<file path="src/rtl/perf_counter_bank.sv">
// perf_counter_bank: per-channel active-cycle totals, run latency, completed-run count, sticky ovf/abort.
// Latency: every output is registered; an event sampled at edge k is visible after edge k.
// Backpressure: none; the bank only observes start/done, sampling them every cycle and never stalling.
// Build option: define PERF_MINMAX_EN to add per-channel min/max latency registers (default: tied to 0).
module perf_counter_bank #(
    parameter int NUM_CH = 4,
    parameter int CNT_W  = 32,
    parameter int RUN_W  = 16
) (
    input  logic                    clk,
    input  logic                    rstn,
    input  logic                    clr,
    input  logic [NUM_CH-1:0]       start,
    input  logic [NUM_CH-1:0]       done,
    output logic [NUM_CH*CNT_W-1:0] total_cnt,
    output logic [NUM_CH*CNT_W-1:0] last_lat,
    output logic [NUM_CH*RUN_W-1:0] run_cnt,
    output logic [NUM_CH-1:0]       busy,
    output logic [NUM_CH-1:0]       ovf,
    output logic [NUM_CH-1:0]       abort,
    output logic [NUM_CH*CNT_W-1:0] min_lat,
    output logic [NUM_CH*CNT_W-1:0] max_lat
);

    // Run tracker states. HOLD waits for start to drop so that a start
    // level that stays high after done cannot launch a second run.
    typedef enum logic [1:0] {
        ST_IDLE = 2'd0,
        ST_RUN  = 2'd1,
        ST_HOLD = 2'd2
    } run_st_t;

    for (genvar i = 0; i < NUM_CH; i++) begin : g_ch

        run_st_t            st_q;
        run_st_t            st_d;
        logic [CNT_W-1:0]   tot_q;
        logic [CNT_W-1:0]   cur_q;
        logic [CNT_W-1:0]   cur_d;
        logic [CNT_W-1:0]   lat_q;
        logic [RUN_W-1:0]   runs_q;
        logic               ovf_q;
        logic               abort_q;

        // Per-cycle events decoded from the FSM and the raw inputs.
        logic               tot_inc;
        logic               cur_inc;
        logic               cap;
        logic               abort_set;
        logic               ovf_set;
        logic               tot_sat;
        logic               cur_sat;
        logic               runs_sat;

        assign tot_sat  = &tot_q;
        assign cur_sat  = &cur_q;
        assign runs_sat = &runs_q;

        // Active cycle for the legacy total: start without done, regardless of FSM state.
        assign tot_inc  = start[i] & ~done[i];

        // Next-state and run-event decode for the latency tracker.
        always_comb begin
            st_d      = st_q;
            cur_d     = cur_q;
            cur_inc   = 1'b0;
            cap       = 1'b0;
            abort_set = 1'b0;
            case (st_q)
                ST_IDLE: begin
                    if (start[i] && !done[i]) begin
                        st_d  = ST_RUN;
                        cur_d = CNT_W'(1);
                    end else if (start[i] && done[i]) begin
                        // Zero-length run: nothing to measure, just wait for start to fall.
                        st_d = ST_HOLD;
                    end
                end
                ST_RUN: begin
                    if (done[i]) begin
                        cap  = 1'b1;
                        st_d = ST_HOLD;
                    end else if (!start[i]) begin
                        abort_set = 1'b1;
                        st_d      = ST_IDLE;
                    end else begin
                        cur_inc = 1'b1;
                        if (!cur_sat) begin
                            cur_d = cur_q + CNT_W'(1);
                        end
                    end
                end
                ST_HOLD: begin
                    if (!start[i]) begin
                        st_d = ST_IDLE;
                    end
                end
                default: begin
                    st_d = ST_IDLE;
                end
            endcase
        end

        // Any increment attempted on an all-ones counter is reported, the counter itself holds.
        assign ovf_set = (tot_inc && tot_sat) || (cur_inc && cur_sat) || (cap && runs_sat);

        // Channel state registers; clr acts as a synchronous reset that overrides all events.
        always_ff @(posedge clk or negedge rstn) begin
            if (!rstn) begin
                st_q    <= ST_IDLE;
                tot_q   <= '0;
                cur_q   <= '0;
                lat_q   <= '0;
                runs_q  <= '0;
                ovf_q   <= 1'b0;
                abort_q <= 1'b0;
            end else if (clr) begin
                st_q    <= ST_IDLE;
                tot_q   <= '0;
                cur_q   <= '0;
                lat_q   <= '0;
                runs_q  <= '0;
                ovf_q   <= 1'b0;
                abort_q <= 1'b0;
            end else begin
                st_q  <= st_d;
                cur_q <= cur_d;
                if (tot_inc && !tot_sat) begin
                    tot_q <= tot_q + CNT_W'(1);
                end
                if (cap) begin
                    // A saturated run_cur is captured as-is.
                    lat_q <= cur_q;
                    if (!runs_sat) begin
                        runs_q <= runs_q + RUN_W'(1);
                    end
                end
                if (ovf_set) begin
                    ovf_q <= 1'b1;
                end
                if (abort_set) begin
                    abort_q <= 1'b1;
                end
            end
        end

        assign total_cnt[i*CNT_W +: CNT_W] = tot_q;
        assign last_lat[i*CNT_W +: CNT_W]  = lat_q;
        assign run_cnt[i*RUN_W +: RUN_W]   = runs_q;
        assign busy[i]                     = (st_q == ST_RUN);
        assign ovf[i]                      = ovf_q;
        assign abort[i]                    = abort_q;

`ifdef PERF_MINMAX_EN
        logic [CNT_W-1:0] min_q;
        logic [CNT_W-1:0] max_q;
        logic             seen_q;

        // Min/max of captured latencies; the first capture after reset/clr seeds both.
        always_ff @(posedge clk or negedge rstn) begin
            if (!rstn) begin
                min_q  <= '0;
                max_q  <= '0;
                seen_q <= 1'b0;
            end else if (clr) begin
                min_q  <= '0;
                max_q  <= '0;
                seen_q <= 1'b0;
            end else if (cap) begin
                seen_q <= 1'b1;
                if (!seen_q) begin
                    min_q <= cur_q;
                    max_q <= cur_q;
                end else begin
                    if (cur_q < min_q) begin
                        min_q <= cur_q;
                    end
                    if (cur_q > max_q) begin
                        max_q <= cur_q;
                    end
                end
            end
        end

        assign min_lat[i*CNT_W +: CNT_W] = min_q;
        assign max_lat[i*CNT_W +: CNT_W] = max_q;
`else
        assign min_lat[i*CNT_W +: CNT_W] = '0;
        assign max_lat[i*CNT_W +: CNT_W] = '0;
`endif
    end : g_ch

endmodule

</file>
<file path="config.mk">
export PLATFORM = sky130hd
export DESIGN_NAME = perf_counter_bank
export DESIGN_NICKNAME = d
export VERILOG_FILES = /design/src/rtl/perf_counter_bank.sv
export SDC_FILE = /design/constraint.sdc
export NUM_CORES = 1
export LEC_CHECK = 0
export ABC_AREA = 1
export ABC_CLOCK_PERIOD_IN_PS = 4800
export CORE_MARGIN = 10
export CORE_UTILIZATION = 55
export CTS_CLUSTER_DIAMETER = 80
export DETAILED_ROUTE_END_ITERATION = 6
export PLACE_DENSITY_LB_ADDON = 0.1
export SETUP_SLACK_MARGIN = 0.5
export SYNTH_ARGS = -nofsm -noshare
export SYNTH_HDL_FRONTEND = slang
export SYNTH_SLANG_ARGS = --single-unit
</file>
<file path="constraint.sdc">
create_clock -name clk -period 4.8 [get_ports clk]
set_clock_uncertainty 0.1 [all_clocks]
set_input_delay 0.96 -clock clk [delete_from_list [all_inputs] [get_ports clk]]
set_output_delay 0.96 -clock clk [all_outputs]
set_load 0.005 [all_outputs]
</file>
; Word level (Yosys, flattened, before mapping)
; Index checks and enable logic that the tools add are counted.
[op_classes]
n_reduce_logical = 84
n_eq_ne = 32
mux = 124
addsub = 12
n_bitwise = 8
[ops]
columns = operator, n
row1 = $mux W32, 36
row2 = $add A32 B1 Y32 const B, 8
row3 = $pmux W32 S2, 4
row4 = $reduce_and A32 Y1, 8
row5 = $mux W16, 12
row6 = $add A16 B1 Y16 const B, 4
row7 = $reduce_and A16 Y1, 4
row8 = $mux W1, 48
row9 = $ne A3 B3 Y1 const B, 16
row10 = $mux W2, 20
row11 = $reduce_bool A2 Y1, 16
row12 = $logic_and A1 B1 Y1, 24
row13 = $pmux W2 S3, 4
row14 = $reduce_and A5 Y1, 4
row15 = $ne A4 B4 Y1 const B, 4
row16 = $reduce_bool A3 Y1, 4
row17 = $eq A2 B1 Y1 const B, 4
row18 = $eq A2 B2 Y1 const B, 4
row19 = $logic_not A1 Y1, 8
row20 = $logic_not A2 Y1, 4
row21 = $logic_or A1 B1 Y1, 8
row22 = $ne A2 B2 Y1 const B, 4
row23 = $reduce_and A2 Y1, 4
row24 = $and A1 B1 Y1, 4
row25 = $not A1 Y1, 4
[totals]
elab_cells = 288
inputBits = 11
reg_bits = 464

; Depth between registers and ports, before layout
[depth]
ltp_word = 8
ltp_mapped = 13

; Worst setup path after synthesis
; Ideal clock, no wire load.
[synth_path]
path_kind = input-to-reg
from = input port clr
to = register g_ch[2].runs_q[1]
arrival_ns = 2.066
path_buffers = 3
path_slack_ns = 2.551
path_stages = 6
cell_sequence = inv_2 > buf_2 > clkbuf_1 > clkbuf_1 > nand3_1 > o21ai_0
[synth_via]
elab_chain_len = 2
word_cells_on_any_way = 4
classes_between = eq/ne (1) / mux (1) / reduce/logical (2)
[synth_rtl]
columns = element, line_no
row1 = start: declaration, 12  ; input logic clr,
row2 = $ne A2 B2 Y1 (no line) / $reduce_bool A2 Y1 (equally long branches), --
row3 = $reduce_and A2 Y1 (no line), --
row4 = end signal: assignment, 135  ; runs_q <= runs_q + RUN_W'(1);
row5 = end: declaration, 41  ; logic [RUN_W-1:0] runs_q;
; Several ways; a longest one is shown, not always the timed one.
; A chain may end at the register's enable or synchronous reset.

; Worst setup path in the final report
[layout_path]
from = register g_ch[0].st_q[1]
to = output port busy[0]
[layout_via]
elab_chain_len = 1
[layout_rtl]
columns = element, line_no
row1 = start: declaration, 35  ; run_st_t st_q;
row2 = start signal: assignment, 126  ; st_q <= st_d;
row3 = $eq A2 B1 Y1, 150  ; assign busy[i] = (st_q == ST_RUN);
row4 = end: declaration, 18  ; output logic [NUM_CH-1:0] busy,
; No other way between the ends.

==> flow_summary.toml <==
[run_status]
status = "finished clean"

[critical_path]
required_ns = 3.74
cp-start-kind = "register"
startpoint = "g_ch[0].st_q[1]"
regToRegSetupSlack_ns = 1.70
reg2reg_to = "g_ch[1].tot_q[31]"
r2r-start = "g_ch[1].tot_q[0]"
crit_type = "reg -> out"
worstPathArrival_ns = 2.30
endpoint_kind = "primary output"
critPathMaxFanout = 12
reg2reg_depth = 11

[flow_run]
cap_violations = 0

[global_route]
antenna_found_initial = 3
gr-total-overflow = 0
grt_first_pass_wirelength_um = 143000
grt_pass1_vias = 25717
grt_max_degree = 104
grt_usage = 0.276

[clock_tree]
cts_buffer_depth = 3
cts_setup_buffers = 0
cts_resized = 0
clock-sinks = 464
clock_latency_ns = 0.61
h-tree-depth = 2
postCtsHoldBufs = 0
root_buffer = "clkbuf_16"
cts.clk_slew.worst_paths_ns = 0.06
cts_buffers = 53
cts_tree = "done"

[floorplanning]
dieArea_um2 = 62300
rows = 84
coreArea_um2 = 52300
dieWidth_um = 250
fp.dieH_um = 250
ios = 599
start_util = 0.554

[synthesis]
avgSynthCellArea_um2 = 6.99
synthesis.instances = 4146
seq_area_frac_synth = 0.401
ys_ff_latch = 464
yosysWarningCount = 0
syn_area_um2 = 29000
synth_cell_types = 41

[drt]
dr.pass1.iters = 6
vias = 27392
wl_per_cell_um = 17.3
drtIter0Drc = 2278
finalWirelength_um = 89500
drc_errors = 0
ant_nets = 0
vias_per_cell = 5.30

[place]
io_buffer_count = 342
pre_cts_slack_ns = 1.16
gp_congestion = 0.966
post-dp-hpwl_um = 66300
place_inst = 5064

[finish]
fin_nets = 4454
syn2layout_area_growth_pct = 16.3
num-fill-cells = 4800
finalNonFillerCells = 5164
drive_above_1_share = 0.0416
post-route-util = 0.644

[timing]
setup_violations = 0
timing.fmax_mhz = 298
period_needed_ns = 3.36
hold-worst-slack_ns = 0.278
slew_headroom = 0.356
hold_viol_final = 0
setup_ws_ns = 1.44
tns_ns = 0
slew_viol_final = 0
grt_setup_unrepaired = "false"
worst_pin_slew_ns = 0.965
fin_crit_sh = 0.699

[power]
peakVddDrop_mv = 0.290
p_leak_nw = 15.1
power_density_nw_per_um2 = 262

[hold_path]
hold_path_class = "in -> async"
## how the worst max path moves through the flow
stage          depth (start not counted)  slack (ns)           endpoint
6_report                               2        1.44            busy[0]
5_1_grt                                2        1.41            busy[0]
3_5_place_dp                          10        1.16  g_ch[0].cur_q[20]
2_1_floorplan                          6        2.55  g_ch[2].runs_q[1]
3_3_place_gp                          10        1.20  g_ch[0].cur_q[20]
4_1_cts                                2        1.46            busy[0]
## worst max-delay path: stages, from the launching register on
cell	delay (ns)
dfrtp_1	0.43
nor2_2	0.61
clkdlybuf4s50_1	0.64
## logic make-up (layout without fill, tap and decap cells)
family	Yosys count	count (layout)	synth area share
adders and majority gates	12	12	0.00518
and+or+nand+nor	2518	2518	0.366
xor gates and xnor gates	108	108	0.0326
AOI/OAI and AO/OA	330	330	0.0636
DFF	464	464	0.401
other	1	258	0.000129
buffers and inverters	713	786	0.132
## cells in the mapped netlist, drive strengths merged
master	number	share of area
nand4	128	0.028
o31ai	40	0.010
nor4	2	0.00043
and2	1	0.00022
nand3b	3	0.00078
or2	6	0.0013
a21o	22	0.0057
nor2	577	0.078
buf	331	0.082
o21ai	195	0.034
dfrtp	464	0.40
clkbuf	59	0.0076
a311oi	2	0.00060
ha	12	0.0052
o21bai	9	0.0023
nor3	58	0.011
nand2	1352	0.18
nand3	389	0.068
a31oi	3	0.00065
xor2	80	0.024
inv	320	0.042
a21oi	58	0.010
a211oi	1	0.00026
xnor2	28	0.0085
conb	1	0.00013
nor3b	2	0.00052
clkinv	3	0.00039
## per-stage QoR
stage,area [µm²],power [mW]
after floorplan,29900,4.51
after global placement,31800,4.57
after detailed placement,31800,4.57
after CTS,33700,8.88
after global routing,33700,9.11
final,33700,8.82
## registers in the layout (all words and copies together), names as in the netlist
| name | cells |
|---|---|
| g_ch.ovf_q | 4 |
| g_ch.runs_q | 64 |
| g_ch.abort_q | 4 |
| g_ch.st_q | 8 |
| g_ch.cur_q | 128 |
| g_ch.tot_q | 128 |
| g_ch.lat_q | 128 |
## area by class of cell
cell class / count / area [µm²] / area share
inverters: 323 / 1220 / 0.0363
flip-flops and latches: 464 / 11600 / 0.344
clock buffers: 71 / 1530 / 0.0455
diodes: 2 / 5.00 / 0.000148
clock inverters: 27 / 323 / 0.00958
multi-input cells: 3224 / 14500 / 0.430
well taps: 688 / 861 / 0.0255
repair buffers: 365 / 3650 / 0.108
## placed cells by master (no fill, tap or decap), types with 12 or more instances in the layout
| cell type | count |
|---|---|
| nand2_1 | 1333 |
| nor2_1 | 555 |
| dfrtp_1 | 464 |
| nand3_1 | 385 |
| clkdlybuf4s50_1 | 340 |
| inv_1 | 307 |
| conb_1 | 256 |
| o21ai_0 | 173 |
| nand4_1 | 128 |
| xor2_1 | 80 |
| a21oi_1 | 58 |
| nor3_1 | 55 |
| clkbuf_16 | 53 |
| o31ai_1 | 40 |
| xnor2_1 | 28 |
| o21ai_1 | 22 |
| a21o_1 | 22 |
| buf_4 | 19 |
| nand2_2 | 15 |
| nor2_2 | 14 |
| clkbuf_8 | 14 |
| clkinv_2 | 13 |
| ha_1 | 12 |
## power by group
group,total (mW),switching [mW],internal [mW]
Clock,4.31,1.74,2.57
Combinational,0.532,0.426,0.107
Sequential,3.98,0.0419,3.94
## layer usage
layer  global-route usage  up-vias  part of all wire
met4               0.0833        2             0.029
met1                0.372    12889              0.43
met5                    0        -           0.00022
met2                0.446     1028              0.47
li1                     -    13335                 -
met3               0.0484      138             0.072
Power figures use the tool's default switching activity.
